File: src/rtl/conv_result_fifo.sv
// Synchronous FIFO for signed MAC accumulator results, with a registered valid/ready output stage.
// Optional sticky overflow flag: define CONV_FIFO_OVF_FLAG_EN to build it.
module conv_result_fifo #(
  parameter int unsigned DATA_W    = 45,
  parameter int unsigned DEPTH     = 32,
  parameter int unsigned AF_THRESH = DEPTH - 4
) (
  input  logic                     clk,
  input  logic                     reset,
  input  logic                     flush,
  input  logic                     wr_en,
  input  logic [DATA_W-1:0]        wr_data,
  output logic                     full,
  output logic                     almost_full,
  output logic                     empty,
  output logic [$clog2(DEPTH):0]   level,
  output logic                     out_valid,
  input  logic                     out_ready,
  output logic [DATA_W-1:0]        out_data,
  output logic                     overflow
);

  localparam int unsigned AW = $clog2(DEPTH);
  localparam logic [AW:0] DepthL = (AW + 1)'(DEPTH);
  localparam logic [AW:0] AfThreshL = (AW + 1)'(AF_THRESH);
  localparam logic [AW:0] PtrOne = (AW + 1)'(1);

  logic [DATA_W-1:0] mem [DEPTH];
  logic [AW:0]       wr_ptr_q, rd_ptr_q;
  logic              out_valid_q;
  logic [DATA_W-1:0] out_data_q;
  logic              wr_accept, load;

  // Extra pointer MSB distinguishes full from empty when the low bits match.
  assign level       = wr_ptr_q - rd_ptr_q;
  assign full        = (level == DepthL);
  assign empty       = (level == '0);
  assign almost_full = (level >= AfThreshL);

  assign wr_accept = wr_en && !full;
  assign load      = !empty && (!out_valid_q || out_ready);

  assign out_valid = out_valid_q;
  assign out_data  = out_data_q;

  // Storage has no reset so it can map onto RAM; pointers alone define validity.
  always_ff @(posedge clk) begin
    if (!reset && !flush && wr_accept) begin
      mem[wr_ptr_q[AW-1:0]] <= wr_data;
    end
  end

  always_ff @(posedge clk) begin
    if (reset || flush) begin
      wr_ptr_q    <= '0;
      rd_ptr_q    <= '0;
      out_valid_q <= 1'b0;
      out_data_q  <= '0;
    end else begin
      if (wr_accept) begin
        wr_ptr_q <= wr_ptr_q + PtrOne;
      end
      if (load) begin
        out_data_q  <= mem[rd_ptr_q[AW-1:0]];
        rd_ptr_q    <= rd_ptr_q + PtrOne;
        out_valid_q <= 1'b1;
      end else if (out_valid_q && out_ready) begin
        out_valid_q <= 1'b0;
      end
    end
  end

`ifdef CONV_FIFO_OVF_FLAG_EN
  logic overflow_q;

  // Sticky across flush; only reset clears it.
  always_ff @(posedge clk) begin
    if (reset) begin
      overflow_q <= 1'b0;
    end else if (!flush && wr_en && full) begin
      overflow_q <= 1'b1;
    end
  end

  assign overflow = overflow_q;
`else
  assign overflow = 1'b0;
`endif

endmodule
File: config.mk
export PLATFORM = sky130hd
export DESIGN_NAME = conv_result_fifo
export DESIGN_NICKNAME = d
export VERILOG_FILES = /design/src/rtl/conv_result_fifo.sv
export SDC_FILE = /design/constraint.sdc
export NUM_CORES = 2
export LEC_CHECK = 0
export CORE_MARGIN = 3
export CORE_UTILIZATION = 40
export DETAILED_ROUTE_END_ITERATION = 10
export GPL_ROUTABILITY_DRIVEN = 0
export SYNTH_ARGS = -nofsm -noshare
export SYNTH_HDL_FRONTEND = slang
export SYNTH_SLANG_ARGS = --single-unit
File: constraint.sdc
create_clock -name clk -period 8.4 [get_ports clk]
set_clock_uncertainty 0.05 [all_clocks]
set_input_delay 2.52 -clock clk [delete_from_list [all_inputs] [get_ports clk]]
set_output_delay 2.52 -clock clk [all_outputs]
set_load 0.05 [all_outputs]
==> flow_metrics.py <==
metrics = {
    "synth": {
        "synth_largest_area_cell": "sky130_fd_sc_hd__edfxtp_1",
        "synth_sequential_area_ratio": 0.776,
        "synth_top_cells_by_count": "1440 x sky130_fd_sc_hd__edfxtp_1, 239 x sky130_fd_sc_hd__mux2i_1, 213 x sky130_fd_sc_hd__mux4_2, 107 x sky130_fd_sc_hd__nand2_1, 102 x sky130_fd_sc_hd__a22oi_1",
        "synthTopCellsByArea": "sky130_fd_sc_hd__edfxtp_1 76%, sky130_fd_sc_hd__mux4_2 8.4%, sky130_fd_sc_hd__mux2i_1 4.2%",
        "yosysMostFrequentCell": "sky130_fd_sc_hd__edfxtp_1",
        "postSynthNetCount": 2933,
        "synthArstFlopShare": 0,
        "yosys_most_used_dff": "sky130_fd_sc_hd__edfxtp_1",
        "synth.distinct_cells": 64,
        "synth_area_per_cell_um2": 19.9,
        "synth.yosys.warnings": 0,
        "gate_count_post_synth": 2872,
        "yosys.area.top_type_share": 0.755,
        "synth_enable_flop_cells": 1440,
        "seq_cells_post_synth": 1498,
        "mappedNetlistArea_mm2": 0.0572,
    },
    "floorplanning": {
        "die_y_um": 384,
        "core_region_area_mm2": 0.142,
        "die_area_mm2": 0.148,
        "floorplan.rows": 138,
        "die_width_um": 384,
        "ios": 106,
        "starting_density_of_the_core": 0.404,
    },
    "power": {
        "report.power.total_uw": 16900,
        "cellLeakagePower_uw": 0.0198,
        "power.density_cell_area_mw_per_mm2": 258,
        "vdd_drop_max_mv": 0.207,
    },
    "place": {
        "port_buffers": 104,
        "place.detailed.hpwl_um": 83300,
    },
    "critical_path": {
        "worst_path_most_repeated_cell": "sky130_fd_sc_hd__inv_2",
        "worst_path_max_delay_cell": "sky130_fd_sc_hd__clkdlybuf4s50_1",
        "critical_path_peak_fanout": 36,
        "cp_data_required_time_ns": 5.83,
        "timing.reg2reg.worst_path_depth": 10,
        "path_class": "reg2out",
        "cp.depth": 10,
        "cp_slowest_stage_delay_ns": 0.84,
        "r2r-end": "mem[20][0]",
        "end_kind": "output pin",
        "cp_cell_sequence": "inv_2 -> buf_4 -> fa_1 -> a21o_1 -> a21oi_1 -> xor2_1 -> inv_1 -> a2111o_2 -> inv_2 -> clkdlybuf4s50_1",
        "worst-r2r-setup-slack_ns": 2.92,
        "critical_path_buf_inv_count": 5,
        "setup.worst_path.start_class": "flip-flop",
        "r2r-start": "rd_ptr_q[1]",
        "timing.critical_path.max_delay_family": "buffers and inverters",
        "cp.arrival_ns": 4.73,
    },
    "drt": {
        "vias": 28700,
        "drtIter0Drc": 3212,
        "met3RoutedLength_um": 10800,
        "length_of_the_first_detailed_routing_pass_in_iterations": 5,
        "vias_per_cell": 5.63,
        "highest_layer": "met4",
        "detail_route.wirelength.met1_um": 63800,
        "routedWlPerCell_um": 28.1,
        "drc": 0,
        "totalWireLength_um": 143000,
        "detail-route-antenna-nets": 0,
        "met2_length_um": 64900,
    },
    "sta": {
        "final_report_setup_violation_count": 0,
        "finalHoldViolations": 0,
        "min_period_ns": 7.30,
        "timing.final.crit_share": 0.868,
        "achievable-frequency_mhz": 137,
        "final.hold.worst_slack_ns": 0.441,
        "max-slew-margin-rel": 0.123,
        "total_negative_slack_for_setup_checks_ns": 0,
        "measured_slew_at_the_worst_slew_check_pin_ns": 1.31,
        "rsz0062_at_grt": "false",
        "timing.final.max_slew_violations": 0,
    },
    "run": {
        "drv_cap": 0,
    },
    "clock_network": {
        "cts_setup_buffers": 0,
        "cts_hold_repair.buffers": 0,
        "clock_insertion_delay_at_the_later_pin_of_the_skew_report_ns": 0.76,
        "numCtsBuffers": 150,
        "clk_path_buf_depth": 3,
        "h-tree-depth": 4,
        "clock_sinks": 1498,
        "path_clk_slew_ns": 0.06,
        "tritoncts_clock_tree": "yes",
        "ctsRootBufferMaster": "sky130_fd_sc_hd__clkbuf_16",
        "post_cts_resize_count": 0,
    },
    "cells_and_area": {
        "final_nets": 3135,
        "final_util": 0.464,
        "fill_cells": 11800,
        "layout-drive-gt1-share": 0.198,
        "syn2layout_area_growth_pct": 14.8,
    },
    "grt": {
        "grt_usage": 0.194,
        "global_route.overflow_total": 0,
        "first_global_vias": 28500,
        "grt_start_max_net_pins": 68,
        "grt_antenna_before_repair": 1,
        "grt_pass1_wl_um": 207000,
    },
    "outcome": {
        "result_of_the_run": "completed",
    },
    "min_path": {
        "hold_path_end": "out_data[11]",
        "hp-class": "reg2reg",
        "worst_hold_startpoint": "out_data[11]",
        "hold_depth": 1,
    },
}
where the power goes:
part           internal, uW  total (uW)  switching, uW
clock                  3730        6500           2770
combinational           740        2020           1280
sequential             8280        8400            124
total                 12800       16900           4170
through the flow:
step / setup WS (ns) / cells / area, um^2
2_1_floorplan: 0.227 / 2872 / 57200
3_3_place_gp: 1.61 / 4812 / 60900
3_5_place_dp: 1.56 / 4812 / 60900
4_1_cts: 1.06 / 5088 / 65700
5_1_grt: 0.932 / 5088 / 65700
6_report: 1.10 / 5089 / 65700
placed cells by master (no fill, tap or decap), types with 4 or more instances in the layout:
| cell type | count |
|---|---|
| sky130_fd_sc_hd__nor2_1 | 36 |
| sky130_fd_sc_hd__clkbuf_8 | 11 |
| sky130_fd_sc_hd__nand3_1 | 37 |
| sky130_fd_sc_hd__o21ai_0 | 30 |
| sky130_fd_sc_hd__buf_4 | 110 |
| sky130_fd_sc_hd__inv_6 | 5 |
| sky130_fd_sc_hd__a31oi_1 | 29 |
| sky130_fd_sc_hd__nor3_2 | 14 |
| sky130_fd_sc_hd__a31o_2 | 4 |
| sky130_fd_sc_hd__inv_1 | 9 |
| sky130_fd_sc_hd__clkinv_1 | 29 |
| sky130_fd_sc_hd__clkdlybuf4s50_1 | 104 |
| sky130_fd_sc_hd__dfxtp_4 | 4 |
| sky130_fd_sc_hd__a21oi_1 | 66 |
| sky130_fd_sc_hd__a22o_1 | 16 |
| sky130_fd_sc_hd__nor3_1 | 30 |
| sky130_fd_sc_hd__mux4_2 | 213 |
| sky130_fd_sc_hd__ha_1 | 10 |
| sky130_fd_sc_hd__nand2_1 | 106 |
| sky130_fd_sc_hd__nand4_1 | 8 |
| sky130_fd_sc_hd__mux2i_1 | 239 |
| sky130_fd_sc_hd__nand3b_1 | 4 |
| sky130_fd_sc_hd__clkbuf_16 | 155 |
| sky130_fd_sc_hd__o221ai_1 | 30 |
| sky130_fd_sc_hd__clkinv_2 | 19 |
| sky130_fd_sc_hd__mux2_2 | 28 |
| sky130_fd_sc_hd__nor2_4 | 29 |
| sky130_fd_sc_hd__clkinv_8 | 4 |
| sky130_fd_sc_hd__clkinvlp_4 | 8 |
| sky130_fd_sc_hd__bufinv_16 | 8 |
| sky130_fd_sc_hd__nor2b_1 | 60 |
| sky130_fd_sc_hd__dfxtp_1 | 54 |
| sky130_fd_sc_hd__a22oi_1 | 102 |
| sky130_fd_sc_hd__clkbuf_1 | 36 |
| sky130_fd_sc_hd__a211oi_1 | 32 |
| sky130_fd_sc_hd__a32o_1 | 30 |
| sky130_fd_sc_hd__edfxtp_1 | 1440 |
worst max path at each step:
| stage | from | end | slack [ns] |
|---|---|---|---|
| 6_report | rd_ptr_q[1] | full | 1.10 |
| 5_1_grt | rd_ptr_q[1] | full | 0.93 |
| 4_1_cts | rd_ptr_q[1] | full | 1.06 |
| 3_5_place_dp | reset | mem[20][6] | 1.56 |
| 3_3_place_gp | reset | mem[20][6] | 1.61 |
| 2_1_floorplan | reset | mem[31][0] | 0.23 |
sequential cells by signal, summed over array words and instances, names as in the netlist:
signal and cells:
mem 1440, out_data 45, out_valid 1, rd_ptr_q 6
wr_ptr_q 6
cell families after synthesis:
kind of cell / synth area share
multiplexers: 0.131
XOR/XNOR: 0.000896
AND/OR/NAND/NOR: 0.0289
flip-flops: 0.776
adder cells (fa/ha/maj): 0.00254
other: 0.0000655
buffers and inverters: 0.0160
AO/OA/AOI/OAI: 0.0448
routing by layer:
layer,vias up,global-route usage
met2,1065,0.290
met4,0,0.0533
met1,15200,0.287
met3,190,0.0424
met5,-,0
li1,12200,-
area by class of cell:
class / instances / area (um^2) / area share
diodes: 1 / 2.50 / 0.0000381
flip-flops and latches: 1498 / 44400 / 0.676
repair buffers: 214 / 1870 / 0.0284
clock inverters: 74 / 627 / 0.00954
inverters: 12 / 45.0 / 0.000685
clock buffers: 202 / 4170 / 0.0634
multi-input cells: 1198 / 12200 / 0.186
well taps: 1890 / 2360 / 0.0360
No activity file was read; power rests on OpenSTA's default activity.
==> RTL edit 1, RTL diff (same flow settings) <==
The option `CONV_FIFO_OVF_FLAG_EN` is turned on by a define.
--- a/src/rtl/conv_result_fifo.sv
+++ b/src/rtl/conv_result_fifo.sv
@@ -1,4 +1,6 @@
 // Synchronous FIFO for signed MAC accumulator results, with a registered valid/ready output stage.
 // Optional sticky overflow flag: define CONV_FIFO_OVF_FLAG_EN to build it.
+`define CONV_FIFO_OVF_FLAG_EN
+
 module conv_result_fifo #(
   parameter int unsigned DATA_W    = 45,
Check against the original RTL: no difference found for any inputs over 4 cycles, from zero or initial values and one cycle with reset high; that may be too few to reach the edited logic, so the function may still have changed.
==> RTL edit 1 against the unedited design <==
- synthesized cell count barely moved
- utilization barely moved
- critical path depth fell by 3
- synthesized area rose by 0.11%
- final area barely moved
- setup slack got worse by 0.28 ns
- wire length fell by 1.6%
- power rose by 1.4%
- global-route usage fell by 0.29 points
- sequential cell count rose by 1
- largest power group unchanged
==> RTL edit 1: results (changes against the unedited design) <==
DR iter-0 viols - 3310 (+3.1%)
crit path max fanout - 38 (+5.6%)
DRT Pass-1 Iters - 6 (+1)
clk_lat worst skew - 0.78 ns (+0.02 ns)
Cell Area, Placed - 61000 um2 (+0.11%)
first-pass GRT wire length - 205000 um (-1.2%)
largest net degree at the start of global routing - 132 (+94%)
vias per inst - 5.62 (-0.20%)
Vias - 28600 (-0.30%)
Post-synth top cells - edfxtp_1, mux2i_1, mux4_2
PortBufs - 105 (+0.96%)
Routed WL per cell - 27.6 um (-1.5%)
Mapped Nets - 2935 (+0.068%)
Placed Cells - 4811 (-0.021%)
PostCTS Resize Cnt - 0 (unchanged)
peak supply drop - 0.183 mV (-12%)
post-synthesis sequential area ratio - 77.5% (about the same)
largest stage delay on the critical path - 0.95 ns (+0.11 ns)
total CTS buffers - 151 (+0.67%)
Total GRT Usage - 19.1% (-0.29 points)
dominant cells by area after synthesis - edfxtp_1, mux4_2, mux2i_1, dfxtp_1, a22oi_1
vias in the first global route - 28400 (-0.48%)
critical path arrival - 5.01 ns (+0.28 ns)
outcome - finished, final reports clean
Syn-to-layout area delta - 14.7% (about the same)
leakage power - 19.9 nW (+0.13%)
Int Pwr - 12.9 mW (+1.1%)
==> RTL edit 1: layout make-up <==
class	count	area share, %
tap	1890	3.60
multi-input combinational	1198	18.6
timing repair buffer	212	2.88
clock buffer	205	6.39
inverter	12	0.0685
sequential	1499	67.6
clock inverter	68	0.822
==> RTL edit 1: per-layer routing <==
metal	track usage, %	share of wire, %	vias up
li1	-	-	12200
met1	27.7	43	15100
met2	30.0	47	1061
met3	3.22	6.9	198
met4	5.20	2.3	0
met5	0	0	-
==> RTL edit 1: cell families (layout without fill, tap and decap cells) <==
kind of cell             after synthesis  in the layout  synth area share, %
buffers and inverters                177            497                 1.60
XOR/XNOR                               5              5                0.103
flip-flops                          1499           1499                 77.5
AO/OA/AOI/OAI                        354            354                 4.48
adder cells (fa/ha/maj)               11             11                0.253
multiplexers                         481            481                 13.1
AND/OR/NAND/NOR                      347            347                 2.93
==> RTL edit 1: worst paths after layout <==
path,to,start,cells after the start,slack (ns)
setup / recovery,empty,rd_ptr_q[4]$_SDFFE_PP0P_,7,0.82
hold / removal,out_data[8]$_SDFFE_PP0P_,out_data[8]$_SDFFE_PP0P_,1,0.43
setup reg to reg,mem[19][15]$_DFFE_PP_,rd_ptr_q[4]$_SDFFE_PP0P_,9,3.10
hold reg to reg,out_data[8]$_SDFFE_PP0P_,out_data[8]$_SDFFE_PP0P_,1,0.43
==> RTL edit 1: worst register-to-register path: stages, from the launching register on <==
cell and delay [ns]:
dfxtp_4 0.74, clkinv_1 0.68, ha_1 0.54, xor2_1 0.20, inv_1 0.23, a2111oi_4 0.06
buf_4 0.23, nand2b_1 0.61, nor3_2 0.83, buf_4 0.68
==> RTL edit 1: power groups by stage <==
stage	Combinational (mW)	Clock (mW)	Sequential [mW]
2_1_floorplan	1.45	0	8.68
3_3_place_gp	2.33	0	8.56
3_5_place_dp	2.34	0	8.55
4_1_cts	2.34	6.59	8.40
5_1_grt	2.45	6.88	8.40
6_report	2.32	6.46	8.39
==> RTL edit 2, RTL diff (same settings) <==
Made on the original files. Register the output `level`; this adds one clock of latency there. The other outputs are not delayed to match.
--- a/src/rtl/conv_result_fifo.sv
+++ b/src/rtl/conv_result_fifo.sv
@@ -26,4 +26,6 @@
   localparam logic [AW:0] PtrOne = (AW + 1)'(1);
 
+  logic [$clog2(DEPTH):0] level_d;
+
   logic [DATA_W-1:0] mem [DEPTH];
   logic [AW:0]       wr_ptr_q, rd_ptr_q;
@@ -33,8 +35,8 @@
 
   // Extra pointer MSB distinguishes full from empty when the low bits match.
-  assign level       = wr_ptr_q - rd_ptr_q;
-  assign full        = (level == DepthL);
-  assign empty       = (level == '0);
-  assign almost_full = (level >= AfThreshL);
+  assign level_d     = wr_ptr_q - rd_ptr_q;
+  assign full        = (level_d == DepthL);
+  assign empty       = (level_d == '0);
+  assign almost_full = (level_d >= AfThreshL);
 
   assign wr_accept = wr_en && !full;
@@ -88,3 +90,7 @@
 `endif
 
+  always_ff @(posedge clk) begin
+    level <= level_d;
+  end
+
 endmodule
Function: changed (Yosys sat finds a counterexample within 4 cycles, from zero or initial values).
==> RTL edit 2 against the unedited design <==
- wire length shrank 1.8%
- setup slack gained 0.18 ns
- power shrank 0.32%
- maximum frequency grew 2.5%
- synthesized area grew 0.21%
- final area grew 0.17%
- critical path depth shrank 1
- sequential share of layout area grew 0.068 points
- clock power shrank 0.9%
- final cell count is essentially flat
- utilization is essentially flat
- die area grew 0.21%
- sequential cell count grew 6
- largest power group unchanged
==> RTL edit 2: results (changes against the unedited design) <==
Vias - 28600 (-0.36%)
met1 wire length - 61200 um (-4.2%)
top layer in use - met4
largest net degree at the start of global routing - 139 (+100%)
Cell Area, Placed - 61100 um2 (+0.22%)
met3 usage - 3.53% (-0.71 points)
Total GRT Usage - 19.0% (-0.36 points)
max reg flops - 1440 (unchanged)
outcome - finished, final reports clean
vias per inst - 5.61 (-0.40%)
Worst-Margin Slew - 1.17 ns (-0.146 ns)
Global Route met1 Usage - 27.8% (-0.90 points)
Syn-to-layout area delta - 14.7% (about the same)
DRT Pass-1 Iters - 5 (unchanged)
total CTS buffers - 152 (+1.3%)
post-place setup slack - 2.11 ns (+0.550 ns)
end of the worst register-to-register path - mem[7][38]$_DFFE_PP_
Mapped Nets - 2939 (+0.20%)
hpwl dp - 78800 um (-5.5%)
PortBufs - 104 (unchanged)
met2 usage - 29.4% (+0.31 points)
met2 WL - 65700 um (+1.3%)
vias in the first global route - 28300 (-0.73%)
hold path start - out_data[41]$_SDFFE_PP0P_
Filler cells - 11800 (+0.61%)
r2r startpoint - rd_ptr_q[1]$_SDFFE_PP0P_
peak supply drop - 0.207 mV (+0.12%)
critical path arrival - 4.55 ns (-0.18 ns)
Nets - 3137 (+0.064%)
DR iter-0 viols - 3345 (+4.1%)
r2r setup slk - 3.29 ns (+0.37 ns)
leakage power - 19.9 nW (+0.14%)
worst hold path class - reg -> reg
Syn Inst Count - 2878 (+0.21%)
Primary FF master, synth - edfxtp_1
Hold WS - 0.432 ns (-0.00890 ns)
crit path max fanout - 35 (-2.8%)
post-synthesis sequential area ratio - 77.6% (about the same)
Bufs on Longest Clock Path - 3 (unchanged)
largest stage delay on the critical path - 0.91 ns (+0.07 ns)
Routed WL per cell - 27.5 um (-1.9%)
met3 WL - 9820 um (-8.8%)
first-pass GRT wire length - 204000 um (-1.7%)
dominant cells by area after synthesis - edfxtp_1, mux4_2, mux2i_1, dfxtp_1, a22oi_1
initial antenna violation count - 3 (+2)
Min-Delay Endpoint - out_data[41]$_SDFFE_PP0P_
Post-synth top cells - edfxtp_1, mux2i_1, mux4_2
share of cells above drive strength 1 - 19.6% (-0.23 points)
Clock Tree Root - clkbuf_16
Crit-path slowest cell - clkdlybuf4s50_1
-- RTL edit 2: cell types whose count changed in the layout (fill, tap and decap cells not counted), sizes merged --
cell / before / now
clkdlybuf4s50: 104 / 96
clkinvlp: 8 / 1
inv: 16 / 18
bufinv: 8 / 5
clkinv: 54 / 59
dfxtp: 58 / 64
buf: 110 / 112
clkbuf: 202 / 207
-- RTL edit 2: logic make-up after synthesis --
logic type	count (synthesis)	synth area share, %
AO/OA/AOI/OAI	355	4.47
XOR/XNOR	5	0.0894
adder cells (fa/ha/maj)	11	0.253
buffers and inverters	176	1.60
flip-flops	1504	77.6
multiplexers	480	13.1
other	1	0.00654
AND/OR/NAND/NOR	346	2.89
-- RTL edit 2: how the worst max path moves through the flow --
stage / startpoint / end / slack, ns / cells past startpoint
CTS: rd_ptr_q[1]$_SDFFE_PP0P_ / empty / 1.24 / 9
floorplan: reset / mem[31][0]$_DFFE_PP_ / 0.23 / 4
detailed placement: rd_ptr_q[1]$_SDFFE_PP0P_ / empty / 2.11 / 9
finish: rd_ptr_q[1]$_SDFFE_PP0P_ / empty / 1.28 / 9
global placement: rd_ptr_q[1]$_SDFFE_PP0P_ / empty / 2.10 / 9
global route: rd_ptr_q[1]$_SDFFE_PP0P_ / empty / 1.02 / 9
-- RTL edit 2: layout make-up --
cell class	instances	area (um2)	share of cell area (%)
tap	1890	2360	3.59
sequential	1504	44500	67.7
clock buffer	207	4070	6.18
multi-input combinational	1198	12200	18.6
inverter	12	45.0	0.0684
antenna	1	2.50	0.00380
clock inverter	71	701	1.06
timing repair buffer	208	1880	2.86
-- RTL edit 2: where the power goes --
| group | switching, mW | total (mW) | internal, mW |
|---|---|---|---|
| clock network | 2.84 | 6.44 | 3.60 |
| registers | 0.108 | 8.43 | 8.32 |
| logic | 1.26 | 2.00 | 0.738 |
